==> src/rtl/mcs6530_pkg.sv <==
// Shared types and constants for the mcs6530 bus initiator: FSM states, idle bus
// levels and the -002 part's region bases.
package mcs6530_pkg;

  typedef enum logic [2:0] {
    ST_IDLE,
    ST_SETUP,
    ST_STROBE,
    ST_HOLD,
    ST_WAIT,
    ST_SAMPLE,
    ST_RESP
  } state_t;

  localparam logic [9:0] IDLE_A   = 10'h000;
  localparam logic       IDLE_RS0 = 1'b1;
  localparam logic       IDLE_CS1 = 1'b0;

  localparam logic [9:0] RAM_BASE   = 10'h3C0;
  localparam logic [9:0] IO_BASE    = 10'h340;
  localparam logic [9:0] TIMER_BASE = 10'h344;

endpackage

==> src/rtl/mcs6530_irq_latch.sv <==
// Falling-edge IRQ latch: a pending flag cleared by irq_clr and a wrapping event counter.
module mcs6530_irq_latch (
  input  logic       phi2,
  input  logic       rst,
  input  logic       irq,
  input  logic       irq_clr,
  output logic       irq_pending,
  output logic [7:0] irq_count
);

  logic irq_prev;

  // A fresh edge wins over a simultaneous clear so no interrupt is lost.
  always_ff @(posedge phi2) begin
    if (rst) begin
      irq_prev    <= 1'b1;
      irq_pending <= 1'b0;
      irq_count   <= 8'h00;
    end else begin
      irq_prev <= irq;
      if (irq_prev && !irq) begin
        irq_pending <= 1'b1;
        irq_count   <= irq_count + 8'd1;
      end else if (irq_clr) begin
        irq_pending <= 1'b0;
      end
    end
  end

endmodule

==> src/rtl/mcs6530_bus_master.sv <==
// Valid/ready host requests to 6502-style read/write cycles on the mcs6530 bus.
// Optional IRQ latch is enabled by defining MCS6530_MASTER_IRQ_LATCH_EN.
module mcs6530_bus_master
  import mcs6530_pkg::*;
#(
  parameter int READ_LAT = 1
) (
  input  logic       phi2,
  input  logic       rst,
  input  logic       req_valid,
  output logic       req_ready,
  input  logic       req_we,
  input  logic [9:0] req_addr,
  input  logic       req_rs0,
  input  logic       req_cs1,
  input  logic [7:0] req_wdata,
  output logic       rsp_valid,
  input  logic       rsp_ready,
  output logic [7:0] rsp_rdata,
  output logic       rsp_err,
  output logic [9:0] A,
  output logic [7:0] DI,
  output logic       we_n,
  output logic       RS0,
  output logic       CS1,
  input  logic [7:0] DO,
  input  logic       OE,
  input  logic       IRQ
`ifdef MCS6530_MASTER_IRQ_LATCH_EN
  ,
  input  logic       irq_clr,
  output logic       irq_pending,
  output logic [7:0] irq_count
`endif
);

  localparam logic [2:0] WAIT_INIT = 3'(READ_LAT - 1);

  state_t     state;
  logic       we_q;
  logic [2:0] wait_cnt;

  assign req_ready = (state == ST_IDLE) && !rst;

  always_ff @(posedge phi2) begin
    if (rst) begin
      state     <= ST_IDLE;
      we_q      <= 1'b0;
      wait_cnt  <= 3'd0;
      A         <= IDLE_A;
      DI        <= 8'h00;
      we_n      <= 1'b1;
      RS0       <= IDLE_RS0;
      CS1       <= IDLE_CS1;
      rsp_valid <= 1'b0;
      rsp_rdata <= 8'h00;
      rsp_err   <= 1'b0;
    end else begin
      case (state)
        ST_IDLE: begin
          if (req_valid) begin
            state     <= ST_SETUP;
            we_q      <= req_we;
            A         <= req_addr;
            RS0       <= req_rs0;
            CS1       <= req_cs1;
            DI        <= req_we ? req_wdata : 8'h00;
            rsp_rdata <= 8'h00;
            rsp_err   <= 1'b0;
          end
        end
        ST_SETUP: begin
          if (we_q) begin
            state <= ST_STROBE;
            we_n  <= 1'b0;
          end else begin
            state    <= ST_WAIT;
            wait_cnt <= WAIT_INIT;
          end
        end
        ST_STROBE: begin
          state <= ST_HOLD;
          we_n  <= 1'b1;
        end
        ST_HOLD: begin
          state     <= ST_RESP;
          rsp_valid <= 1'b1;
          A         <= IDLE_A;
          DI        <= 8'h00;
          RS0       <= IDLE_RS0;
          CS1       <= IDLE_CS1;
        end
        ST_WAIT: begin
          if (wait_cnt == 3'd0) state <= ST_SAMPLE;
          else wait_cnt <= wait_cnt - 3'd1;
        end
        ST_SAMPLE: begin
          // Nobody driving the bus reads as zero with the error flag set.
          state     <= ST_RESP;
          rsp_valid <= 1'b1;
          rsp_rdata <= OE ? DO : 8'h00;
          rsp_err   <= !OE;
          A         <= IDLE_A;
          DI        <= 8'h00;
          RS0       <= IDLE_RS0;
          CS1       <= IDLE_CS1;
        end
        ST_RESP: begin
          if (rsp_ready) begin
            state     <= ST_IDLE;
            rsp_valid <= 1'b0;
          end
        end
        default: state <= ST_IDLE;
      endcase
    end
  end

`ifdef MCS6530_MASTER_IRQ_LATCH_EN
  mcs6530_irq_latch u_irq_latch (
    .phi2        (phi2),
    .rst         (rst),
    .irq         (IRQ),
    .irq_clr     (irq_clr),
    .irq_pending (irq_pending),
    .irq_count   (irq_count)
  );
`else
  logic unused_irq;
  assign unused_irq = IRQ;
`endif

endmodule

==> config.mk <==
export PLATFORM = sky130hd
export DESIGN_NAME = mcs6530_bus_master
export DESIGN_NICKNAME = d
export VERILOG_FILES = /design/src/rtl/mcs6530_pkg.sv /design/src/rtl/mcs6530_irq_latch.sv /design/src/rtl/mcs6530_bus_master.sv
export SDC_FILE = /design/constraint.sdc
export NUM_CORES = 1
export LEC_CHECK = 0
export BUFFER_PORTS_ARGS = -buffer_cell sky130_fd_sc_hd__buf_4
export CAP_MARGIN = 20
export CELL_PAD_IN_SITES_DETAIL_PLACEMENT = 0
export CELL_PAD_IN_SITES_GLOBAL_PLACEMENT = 1
export CORE_UTILIZATION = 36
export DETAILED_ROUTE_END_ITERATION = 12
export HOLD_SLACK_MARGIN = 0.02
export PLACE_DENSITY_LB_ADDON = 0.08
export SLEW_MARGIN = 20
export SYNTH_ARGS = -nofsm -noshare
export SYNTH_HDL_FRONTEND = slang
export SYNTH_SLANG_ARGS = --single-unit
==> constraint.sdc <==
create_clock -name phi2 -period 2.6 [get_ports phi2]
set_input_delay 0.26 -clock phi2 [delete_from_list [all_inputs] [get_ports phi2]]
set_output_delay 0.26 -clock phi2 [all_outputs]
set_load 0.01 [all_outputs]
### After elaboration in Yosys (flattened, before gate mapping)

Cells that the tools add are included.

* bits of input ports: 35
* flip-flop bits (word level): 38

* add/subtract/negate cells: 1
* muxes and demuxes: 26
* eq/ne operators: 12
* reduce and logical (&&, ||, !) cells: 18

Operator list (number)
* $mux 8: 4
* $pmux 8 s2: 2
* $pmux 10 s2: 1
* $mux 3: 6
* $pmux 3 s6: 1
* $ne 2x2->1 const B: 6
* $mux 10: 1
* $pmux 1 s2: 5
* $reduce_and 2->1: 5
* $reduce_bool 2->1: 5
* $eq 3x3->1 const B: 3
* $eq 3x2->1 const B: 2
* $logic_not 3->1: 2
* $pmux 3 s2: 1
* $reduce_and 3->1: 2
* $mux 1: 5
* $eq 3x1->1 const B: 1
* $sub 3x1->3 const B: 1
* $logic_not 1->1: 2
* $reduce_or 2->1: 1
* $logic_and 1x1->1: 1

### Depth between registers and ports, before layout

Gate-level depths: netlist of run 1.

* word-level depth: 4
* depth in mapped cells: 7

### Worst setup path after synthesis of run 1

Ideal clock, no wire load.

* path kind: flip-flop to flip-flop
* from: reg wait_cnt[0]
* to: reg wait_cnt[2]
* buffers on the path: 0
* required time: 2.514 ns
* cell stages (with the launch flop): 7
* arrival time: 1.347 ns
* clock period less this slack: 1.432 ns
* setup slack: 1.168 ns
* cells stage by stage: dfxtp_1 inv_1 ha_1 nand2b_1 a31oi_1 or3_1 a211oi_1

* cells in the longest elaborated chain, start to end: 3
* elaborated cells on any way between the ends: 6

Ends and longest elaborated chain
* from (decl): RTL line mcs6530_bus_master.sv:41 `logic [2:0] wait_cnt;`
* from (signal assigned): RTL line mcs6530_bus_master.sv:95 `else wait_cnt <= wait_cnt - 3'd1;`
* $sub 3x1->3 / $logic_not 3->1 (equally long branches): RTL line mcs6530_bus_master.sv:95, mcs6530_bus_master.sv:94
* $mux 3 / $ne 2x2->1 (equally long branches)
* $pmux 3 s2 / $reduce_and 3->1 (equally long branches)

Several ways; a longest one is shown, not always the timed one. The select of a mux whose other input is x is not followed.
A chain may end at the register's enable or synchronous reset.

### Final worst setup path of run 1

* from: reg state[1]
* to: reg DI[4]

* cells in the longest elaborated chain, start to end: 4
* elaborated cells on any way between the ends: 8

Ends and longest elaborated chain
* from (decl): RTL line mcs6530_bus_master.sv:39 `state_t state;`
* from (signal assigned): RTL line mcs6530_bus_master.sv:47 `state <= ST_IDLE;`
* from (signal assigned): RTL line mcs6530_bus_master.sv:62 `state <= ST_SETUP;`
* from (signal assigned): RTL line mcs6530_bus_master.sv:74 `state <= ST_STROBE;`
* $eq 3x3->1 / $eq 3x2->1 (equally long branches): RTL line mcs6530_bus_master.sv:59 `case (state)`
* $reduce_or 2->1 (no line)
* $reduce_bool 2->1 (no line)
* $reduce_and 2->1 (no line)
* to (signal assigned): RTL line mcs6530_bus_master.sv:67 `DI <= req_we ? req_wdata : 8'h00;`
* to (decl): RTL line mcs6530_bus_master.sv:22 `output logic [7:0] DI,`

Several ways; a longest one is shown, not always the timed one.

==> results of run 1 <==
metrics by stage:
step	instances	power [W]	utilization, %	cell area (um^2)	worst slack (ps)
finish	283	0.00136	52.6	2130	723
global route	283	0.00145	52.6	2130	561
detailed placement	275	0.000950	50.3	2040	730
CTS	283	0.00138	52.6	2130	708
global placement	275	0.000942	50.3	2040	797
floorplan	169	0.000842	-	1550	1170
power by group through the flow:
stage	logic (W)	clock network, W	registers (W)
3_5_place_dp	0.000272	0	0.000678
6_report	0.000269	0.000423	0.000666
4_1_cts	0.000273	0.000436	0.000666
5_1_grt	0.000298	0.000475	0.000673
2_1_floorplan	0.000173	0	0.000670
3_3_place_gp	0.000265	0	0.000677
final cells by class:
class                   instances  area, um^2  share of cell area, %
clock inverters                 2        12.5                  0.586
flip-flops and latches         38         761                   35.6
repair buffers                 66         495                   23.2
clock buffers                   6        82.6                   3.87
well taps                      50        62.6                   2.93
inverters                       6        22.5                   1.06
multi-input cells             115         698                   32.7
registers in the layout, summed over array words and instances (netlist names):
name / flops
A: 10
we_n: 1
CS1: 1
rsp_err: 1
DI: 8
rsp_valid: 1
rsp_rdata: 8
state: 3
we_q: 1
RS0: 1
wait_cnt: 3
worst min path at each step:
stage / from / to / slack, ps
6_report: DO[2] / rsp_rdata[2] / 180
3_5_place_dp: A[8] / A[8] / 450
4_1_cts: DO[2] / rsp_rdata[2] / 170
3_3_place_gp: CS1 / CS1 / 440
2_1_floorplan: rst / we_n / 360
5_1_grt: DO[6] / rsp_rdata[6] / 160
cell families after synthesis:
logic type,Yosys count,share of synthesized area [%]
simple gates,60,20.0
compound gates,50,21.6
flops,38,49.1
buf+inv,16,5.82
mux,2,1.37
fa+ha+maj,2,1.62
xor+xnor,1,0.566
critical path: cells and delay by family (launching register included):
| family | cells | cell delay [ps] |
|---|---|---|
| DFF | 1 | 510 |
| AOI/OAI and AO/OA | 1 | 260 |
| and+or+nand+nor | 3 | 990 |
layout by cell type, fill, tap and decap left out, types with 3 or more instances in the layout:
master and instances:
a21oi_1 19, nor2_1 4, o21ai_0 6, nor2_2 3, a22o_1 13, nand3_1 5
nand2_1 29, inv_1 6, dfxtp_1 38, buf_4 66, clkbuf_8 6, nand3b_1 3
nor3_1 3, nand2b_1 3
layer usage:
| metal | up-vias | track usage [%] | routed length [um] |
|---|---|---|---|
| li1 | 714 | - | - |
| met1 | 654 | 18.9 | 1550 |
| met2 | 38 | 29.2 | 1830 |
| met3 | 5 | 7.26 | 225 |
| met4 | 0 | 5.59 | 46 |
| met5 | - | 0 | 0 |
==> impl_metrics.json, run 1 <==
{
  "status": "completed",
  "worstPathArrival_ps": 2060,
  "intPower_w": 0.000968,
  "synth_area_leaders": "dfxtp_1 (49%), a22o_1 (7.4%), nand2_1 (7.0%)",
  "finalNetCount": 269,
  "gr-total-overflow": 0,
  "worst-setup-path-type": "register to register",
  "synth_area_leader_cell": "dfxtp_1",
  "fmax_mhz": 533,
  "grt_pass1_vias": 1297,
  "grt_max_degree": 18,
  "critical_path_required_ps": 2780,
  "rr_worst_depth": 4,
  "period_share_pct": 72.2,
  "timing.rr.end": "DI[4]",
  "post_route_cells_drive_above_1_share_pct": 35.2,
  "crit_chain": "nor2_2 > and2_1 > nor2_2 > a22o_1",
  "powerDensity_nw_per_um2": 636,
  "vdd.ir_drop.worst_mv": 0.292,
  "synth_top_area_share_pct": 49.1,
  "clock_skew_ps": 5.64,
  "max_cap_violations": 0,
  "switchingPower_w": 0.000390,
  "nFillCells": 388,
  "cp-start-kind": "register",
  "ios": 67,
  "vias_per_cell": 4.99,
  "drcViolationCount": 0,
  "endpoint_kind": "register",
  "antenna_found_initial": 0,
  "rsz0062_at_grt": "no",
  "hold_class": "primary input to register",
  "crit_path_start": "state[1]",
  "synth_cell_types": 39,
  "netlist_instances": 169,
  "grt_usage_pct": 17.1,
  "cts_setup_buffers": 0,
  "yosys_warnings": 0,
  "ctsResizeCount": 0,
  "slowest_delay_ps": 560,
  "ant_nets": 0,
  "totalNegativeSetupSlack_ps": 0,
  "core_um2": 4060,
  "cpMostUsedCell": "nor2_2",
  "wl_um": 3660,
  "seqPwrFrac_pct": 49.0,
  "finalSetupViolCount": 0,
  "swShare_pct": 28.7,
  "ys_top_cells_by_count": "dfxtp_1 (38), nand2_1 (29), a21oi_1 (19)",
  "drv_slew": 0,
  "drt_first_pass_iters": 4,
  "slew_headroom_pct": 58.1,
  "synthToLayoutAreaGrowth_pct": 37.8,
  "clock_path_buffers": 2,
  "cts.sinks": 38,
  "vias": 1411,
  "synthArstFlopShare_pct": 0,
  "drt_iter0_markers": 104,
  "cts_made_buffers": 5,
  "pwr-share-clk_pct": 31.1,
  "slowest_stage": "and2_1",
  "die_y_um": 67.6,
  "syn_nets": 206,
  "clkTransAtPathRegs_ps": 80,
  "synth-seq-cells": 38,
  "die_w_um": 67.6,
  "endpoint": "DI[4]",
  "rrSetupSlack_ps": 720,
  "antenna_cells_inserted": 0,
  "synth-main-ff-cell": "dfxtp_1",
  "start_util_pct": 38.2,
  "clock_latency_ps": 290,
  "critPathMaxFanout": 17,
  "rows": 23,
  "cts_hold_buf": 0,
  "ctsHtreeMaxLevel": 2,
  "grt_pass1_wl_um": 5750,
  "wl_per_cell_um": 12.9,
  "worst_pin_slew_ps": 628,
  "die_area_um2": 4570,
  "gp_congestion": 0.748,
  "hold_slack_ps": 176,
  "port_buffers": 65,
  "clock-root-buffer": "clkbuf_8",
  "hold_viol": 0,
  "holdPathStages": 2,
  "synth.most_common_cell": "dfxtp_1",
  "r2r-start": "state[1]",
  "ys_seq_area_share_pct": 49.1,
  "cts_tree": "yes",
  "syn_area_per_cell_um2": 9.17,
  "syn_area_um2": 1550,
  "pwr-share-comb_pct": 19.8,
  "min_period_ps": 1880,
  "post-dp-hpwl_um": 2640,
  "p_leak_nw": 0.929,
  "synth_edf_count": 0
}
Power figures use the tool's default switching activity.
==> run 2: changes to the inputs <==
ABC_AREA = 1   (was not set)
CORE_UTILIZATION = 29   (was 36)
clock period = 1.7 ns   (was 2.6 ns; I/O delays follow)
==> impl_metrics.json, run 2 <==
{
  "status": "completed",
  "r2r-start": "wait_cnt[0]",
  "rsz0062_at_grt": "no",
  "ctsHtreeMaxLevel": 2,
  "antenna_found_initial": 0,
  "yosys_warnings": 0,
  "finalNetCount": 310,
  "path_buf_inv": 1,
  "crit_path_start": "state[2]",
  "start_util_pct": 30.4,
  "netlist_instances": 205,
  "clock_path_buffers": 2,
  "syn_nets": 242,
  "p_leak_nw": 1.03,
  "crit_chain": "nor2_2 > nand2_2 > nor2_1 > buf_4",
  "syn_area_per_cell_um2": 7.62,
  "wl_per_cell_um": 11.7,
  "post_route_cells_drive_above_1_share_pct": 31.8,
  "grt_max_degree": 31,
  "whs_endpoint": "RS0",
  "cts_made_buffers": 5,
  "port_buffers": 65,
  "finalSetupViolCount": 0,
  "layout_common_cells": "buf_4 (69), nand2_1 (50), dfxtp_1 (38)",
  "largestRegisters": "A (10), DI (8), rsp_rdata (8)",
  "slowest_delay_ps": 370,
  "cp-start-kind": "register",
  "critical_path_required_ps": 1530,
  "fmax_mhz": 718,
  "max_cap_violations": 0,
  "vdd.ir_drop.worst_mv": 0.579,
  "ctsResizeCount": 0,
  "endpoint_kind": "output port",
  "drv_slew": 0,
  "ant_nets": 0,
  "die_area_um2": 5690,
  "final_common_cell": "buf_4",
  "clock_latency_ps": 280,
  "worstHoldStart": "req_rs0",
  "clock-root-buffer": "clkbuf_8",
  "hold_viol": 0,
  "powerDensity_nw_per_um2": 1180,
  "syn_area_um2": 1560,
  "synthArstFlopShare_pct": 0,
  "synth.most_common_cell": "nand2_1",
  "worstPathArrival_ps": 1220,
  "gp_congestion": 0.775,
  "drt_first_pass_iters": 4,
  "critPathMaxFanout": 6,
  "die_w_um": 75.4,
  "grt_usage_pct": 14.3,
  "rrSetupSlack_ps": 350,
  "rows": 26,
  "totalNegativeSetupSlack_ps": 0,
  "vias": 1553,
  "core_um2": 5140,
  "grt_pass1_vias": 1371,
  "antenna_cells_inserted": 0,
  "clock_skew_ps": 1.47,
  "multiInputGateArea_um2": 689,
  "gr-total-overflow": 0,
  "slowest_stage": "dfxtp_1",
  "wl_um": 4010,
  "synth_area_leaders": "dfxtp_1 (49%), nand2_1 (12%), a21oi_1 (9.0%)",
  "drcViolationCount": 0,
  "hold_class": "primary input to register",
  "cts.sinks": 38,
  "ys_top_cells_by_count": "nand2_1 (50), dfxtp_1 (38), a21oi_1 (28)",
  "vias_per_cell": 4.51,
  "cts_setup_buffers": 0,
  "path_delay_family": "simple AND/OR/NAND/NOR gates",
  "ios": 67,
  "rr_worst_depth": 8,
  "synth_top_area_share_pct": 48.7,
  "synth-seq-cells": 38,
  "synth-main-ff-cell": "dfxtp_1",
  "holdPathStages": 3,
  "timing.rr.end": "wait_cnt[0]",
  "worst-setup-path-type": "register to output port",
  "largest_reg_flops": 10,
  "period_share_pct": 81.9,
  "nFillCells": 558,
  "grt_pass1_wl_um": 6180,
  "die_y_um": 75.4,
  "cts_hold_buf": 0,
  "cts_tree": "yes",
  "synth_edf_count": 0,
  "min_period_ps": 1390,
  "synthToLayoutAreaGrowth_pct": 43.5,
  "worst_pin_slew_ps": 322,
  "synth_cell_types": 21,
  "clkTransAtPathRegs_ps": 70,
  "seq_area_um2": 761,
  "regMostFlops": "A",
  "slew_headroom_pct": 78.5,
  "synth_area_leader_cell": "dfxtp_1",
  "drt_iter0_markers": 79,
  "ys_seq_area_share_pct": 48.7,
  "post-dp-hpwl_um": 2910,
  "p_total_w": 0.00264
}
[run 2: cell types whose count changed after synthesis, sizes merged, moves of 3 or more]
cell / change
nand2: +24
nand3: +22
a22o: -13
nand4: +11
inv: +10
a21oi: +8
nor2: +7
nand2b: -3
nand3b: -3
[run 2: worst register-to-register path, delay by kind of cell (launching register included)]
kind / cells / cell delay [ps]
AND/OR/NAND/NOR: 5 / 590
adder cells (fa/ha/maj): 1 / 200
buffers and inverters: 2 / 130
flip-flops: 1 / 330
[run 2: layout make-up]
class | instances | area share, %
Inverter | 16 | 2.68
Sequential cell | 38 | 33.9
Clock buffer | 7 | 3.40
Multi-Input combinational cell | 142 | 30.7
Tap cell | 70 | 3.91
Timing Repair Buffer | 70 | 24.0
Clock inverter | 1 | 1.34
[run 2: where the power goes]
group          internal (W)  switching [W]  total, W
Combinational      0.000352       0.000463  0.000815
Sequential          0.00100      0.0000755   0.00108
Clock              0.000439       0.000301  0.000740
[run 2: how the worst max path moves through the flow]
stage          slack (ps)  cells after the start          end
2_1_floorplan         510                      7        DI[7]
3_3_place_gp          350                      8  wait_cnt[1]
3_5_place_dp          350                      8  wait_cnt[0]
4_1_cts               300                      4    req_ready
5_1_grt               210                      4    req_ready
6_report              310                      4    req_ready
[run 2: layer usage]
metal	global-route usage (%)	wire length, um
met3	3.97	250
met1	18.3	1820
met5	0	0
met4	3.70	15
met2	23.8	1930
[run 2: kinds of logic (layout without fill, tap and decap cells)]
kind of cell    count (synthesis)  in the layout  synth area share [%]
fa+ha+maj                       2              2                  1.60
buf+inv                        25             94                  7.20
flops                          38             38                  48.7
simple gates                  106            106                  31.6
compound gates                 34             34                  10.9
[run 2: metrics by stage]
step / cell area [um^2] / hold slack, ps / setup slack, ps / util, % / instances
final: 2240 / 102 / 307 / 43.6 / 344
after global routing: 2240 / 127 / 206 / 43.6 / 344
after floorplan: 1560 / 287 / 507 / - / 205
after detailed placement: 2140 / 395 / 354 / 41.6 / 336
after global placement: 2140 / 381 / 351 / 41.6 / 336
after CTS: 2240 / 96.1 / 297 / 43.6 / 344
==> run 3: changes to the inputs <==
clock period = 1.21 ns   (was 1.7 ns; I/O delays follow)
==> impl_metrics.json, run 3 (same netlist as run 2, synthesis figures left out) <==
{
  "worstPathArrival_ps": 1510,
  "slowest_delay_ps": 370,
  "min_period_ps": 1300,
  "slew_headroom_pct": 86.9,
  "worst_slack_ps": -86.5,
  "drv_slew": 0,
  "status": "complete, but fails checks",
  "worst-setup-path-type": "register to register",
  "rows": 26,
  "vdd.ir_drop.worst_mv": 0.740,
  "crit_chain": "nor2_4 > nand2_4 > buf_12 > nor2_8 > buf_6 > buf_12 > nand2_1 > a21oi_1",
  "clock_latency_ps": 280,
  "clock_skew_ps": 3.07,
  "synthToLayoutAreaGrowth_pct": 71.5,
  "ant_nets": 0,
  "critPathMaxFanout": 7,
  "grt_usage_pct": 16.6,
  "post_route_cells_drive_above_1_share_pct": 47.5,
  "hold_viol": 0,
  "vias_per_cell": 4.55,
  "antenna_cells_inserted": 0,
  "ios": 67,
  "slowest_stage": "dfxtp_4",
  "gp_congestion": 0.700,
  "critical_path_required_ps": 1430,
  "start_util_pct": 30.4,
  "worst_pin_slew_ps": 197,
  "hold_class": "primary input to register",
  "wl_per_cell_um": 12.1,
  "dp.cells": 353,
  "largestRegisters": "A (10), DI (8), rsp_rdata (8)",
  "endpoint_kind": "register",
  "fmax_mhz": 771,
  "rsz0062_at_grt": "yes",
  "drcViolationCount": 0,
  "p_leak_nw": 1.22,
  "drt_first_pass_iters": 4,
  "finalSetupViolCount": 32,
  "post-dp-hpwl_um": 3150,
  "period_share_pct": 107,
  "instances_no_fill": 369,
  "cts_hold_buf": 0,
  "clock_path_buffers": 2,
  "layout_common_cells": "buf_4 (77), nand2_1 (42), dfxtp_1 (34)",
  "cts_made_buffers": 5,
  "violations": "negative setup slack",
  "gr-total-overflow": 0,
  "cts_tree": "yes",
  "grt_pass1_vias": 1587,
  "clock-root-buffer": "clkbuf_8",
  "max_cap_violations": 0,
  "final_common_cell": "buf_4",
  "die_y_um": 75.4,
  "finalNetCount": 335,
  "drt_iter0_markers": 67,
  "ctsHtreeMaxLevel": 2,
  "regMostFlops": "A",
  "clkTransAtPathRegs_ps": 70,
  "vias": 1680,
  "cpMostUsedCell": "buf_12",
  "grt_pass1_wl_um": 7040,
  "dp_slack_ps": -28.9,
  "grt_max_degree": 13,
  "antenna_found_initial": 0,
  "port_buffers": 65,
  "largest_reg_flops": 10,
  "die_area_um2": 5690,
  "core_um2": 5140,
  "powerDensity_nw_per_um2": 1630,
  "cp-start-kind": "register",
  "die_w_um": 75.4,
  "wl_um": 4470,
  "cts.sinks": 38
}
==> run 3: cell count changes in the layout (fill, tap and decap cells not counted), moves of 3 or more <==
cell	before	now
a21oi_1	28	22
a21oi_2	0	6
buf_4	69	77
buf_6	0	14
dfxtp_1	38	34
nand2_1	50	42
nand2_2	3	6
nand2_4	0	5
nand3_1	26	22
nor2_4	0	3
==> run 3: cell type report <==
| class | instances | area, um^2 |
|---|---|---|
| fill | 549 | 2460 |
| inverter | 16 | 65.1 |
| sequential | 38 | 771 |
| timing repair buffer | 95 | 823 |
| tap | 70 | 87.6 |
| clock buffer | 7 | 86.3 |
| multi-input combinational | 142 | 842 |
| clock inverter | 1 | 5.00 |
==> run 3: power breakdown <==
group          leakage [nW]  internal (W)  switching, W
Combinational         0.861       0.00102      0.000922
Sequential            0.312       0.00142      0.000112
Clock                0.0482      0.000460      0.000429
Total                  1.22       0.00290       0.00146
==> run 3: final timing paths <==
check,from,end,slack [ps],cells past startpoint
hold reg to reg,A[4],A[4],460,2
setup reg to reg,state[1],A[0],-90,8
setup / recovery,state[1],A[0],-90,8
hold / removal,req_rs0,RS0,40,3
==> run 3: timing repair <==
| action | CTS | global route |
|---|---|---|
| setup endpoints to repair | 32 | 38 |
| endpoints found under the hold margin | 0 | 0 |
| gates resized for setup | 32 | 29 |
| pin swaps | 13 | 8 |
| setup buffers | 7 | 0 |
| cloned | 2 | 0 |
==> run 3: through the flow <==
step           utilization, %  hold WS [ps]  area (um^2)  TNS, ps  power (W)
6_report                 52.1          39.7         2680    -1340    0.00436
5_1_grt                  52.1          44.9         2680    -4180    0.00467
4_1_cts                  49.9          32.9         2560     -678    0.00422
3_5_place_dp             44.3           335         2280     -180    0.00295
3_3_place_gp             44.3           332         2280    -40.5    0.00295
2_1_floorplan               -           238         1560        0    0.00227
==> run 3: worst max-delay path, delay by kind of cell, from the launching register on <==
| kind | cells | cell delay [ps] |
|---|---|---|
| and+or+nand+nor | 4 | 370 |
| buffers and inverters | 3 | 380 |
| DFF | 1 | 370 |
| AOI/OAI and AO/OA | 1 | 110 |
==> run 3: metal layers <==
layer	global-route usage [%]	part of all wire, %
met1	20.9	46
met2	27.5	49
met3	4.10	3.9
met4	6.17	0.94
met5	0	0
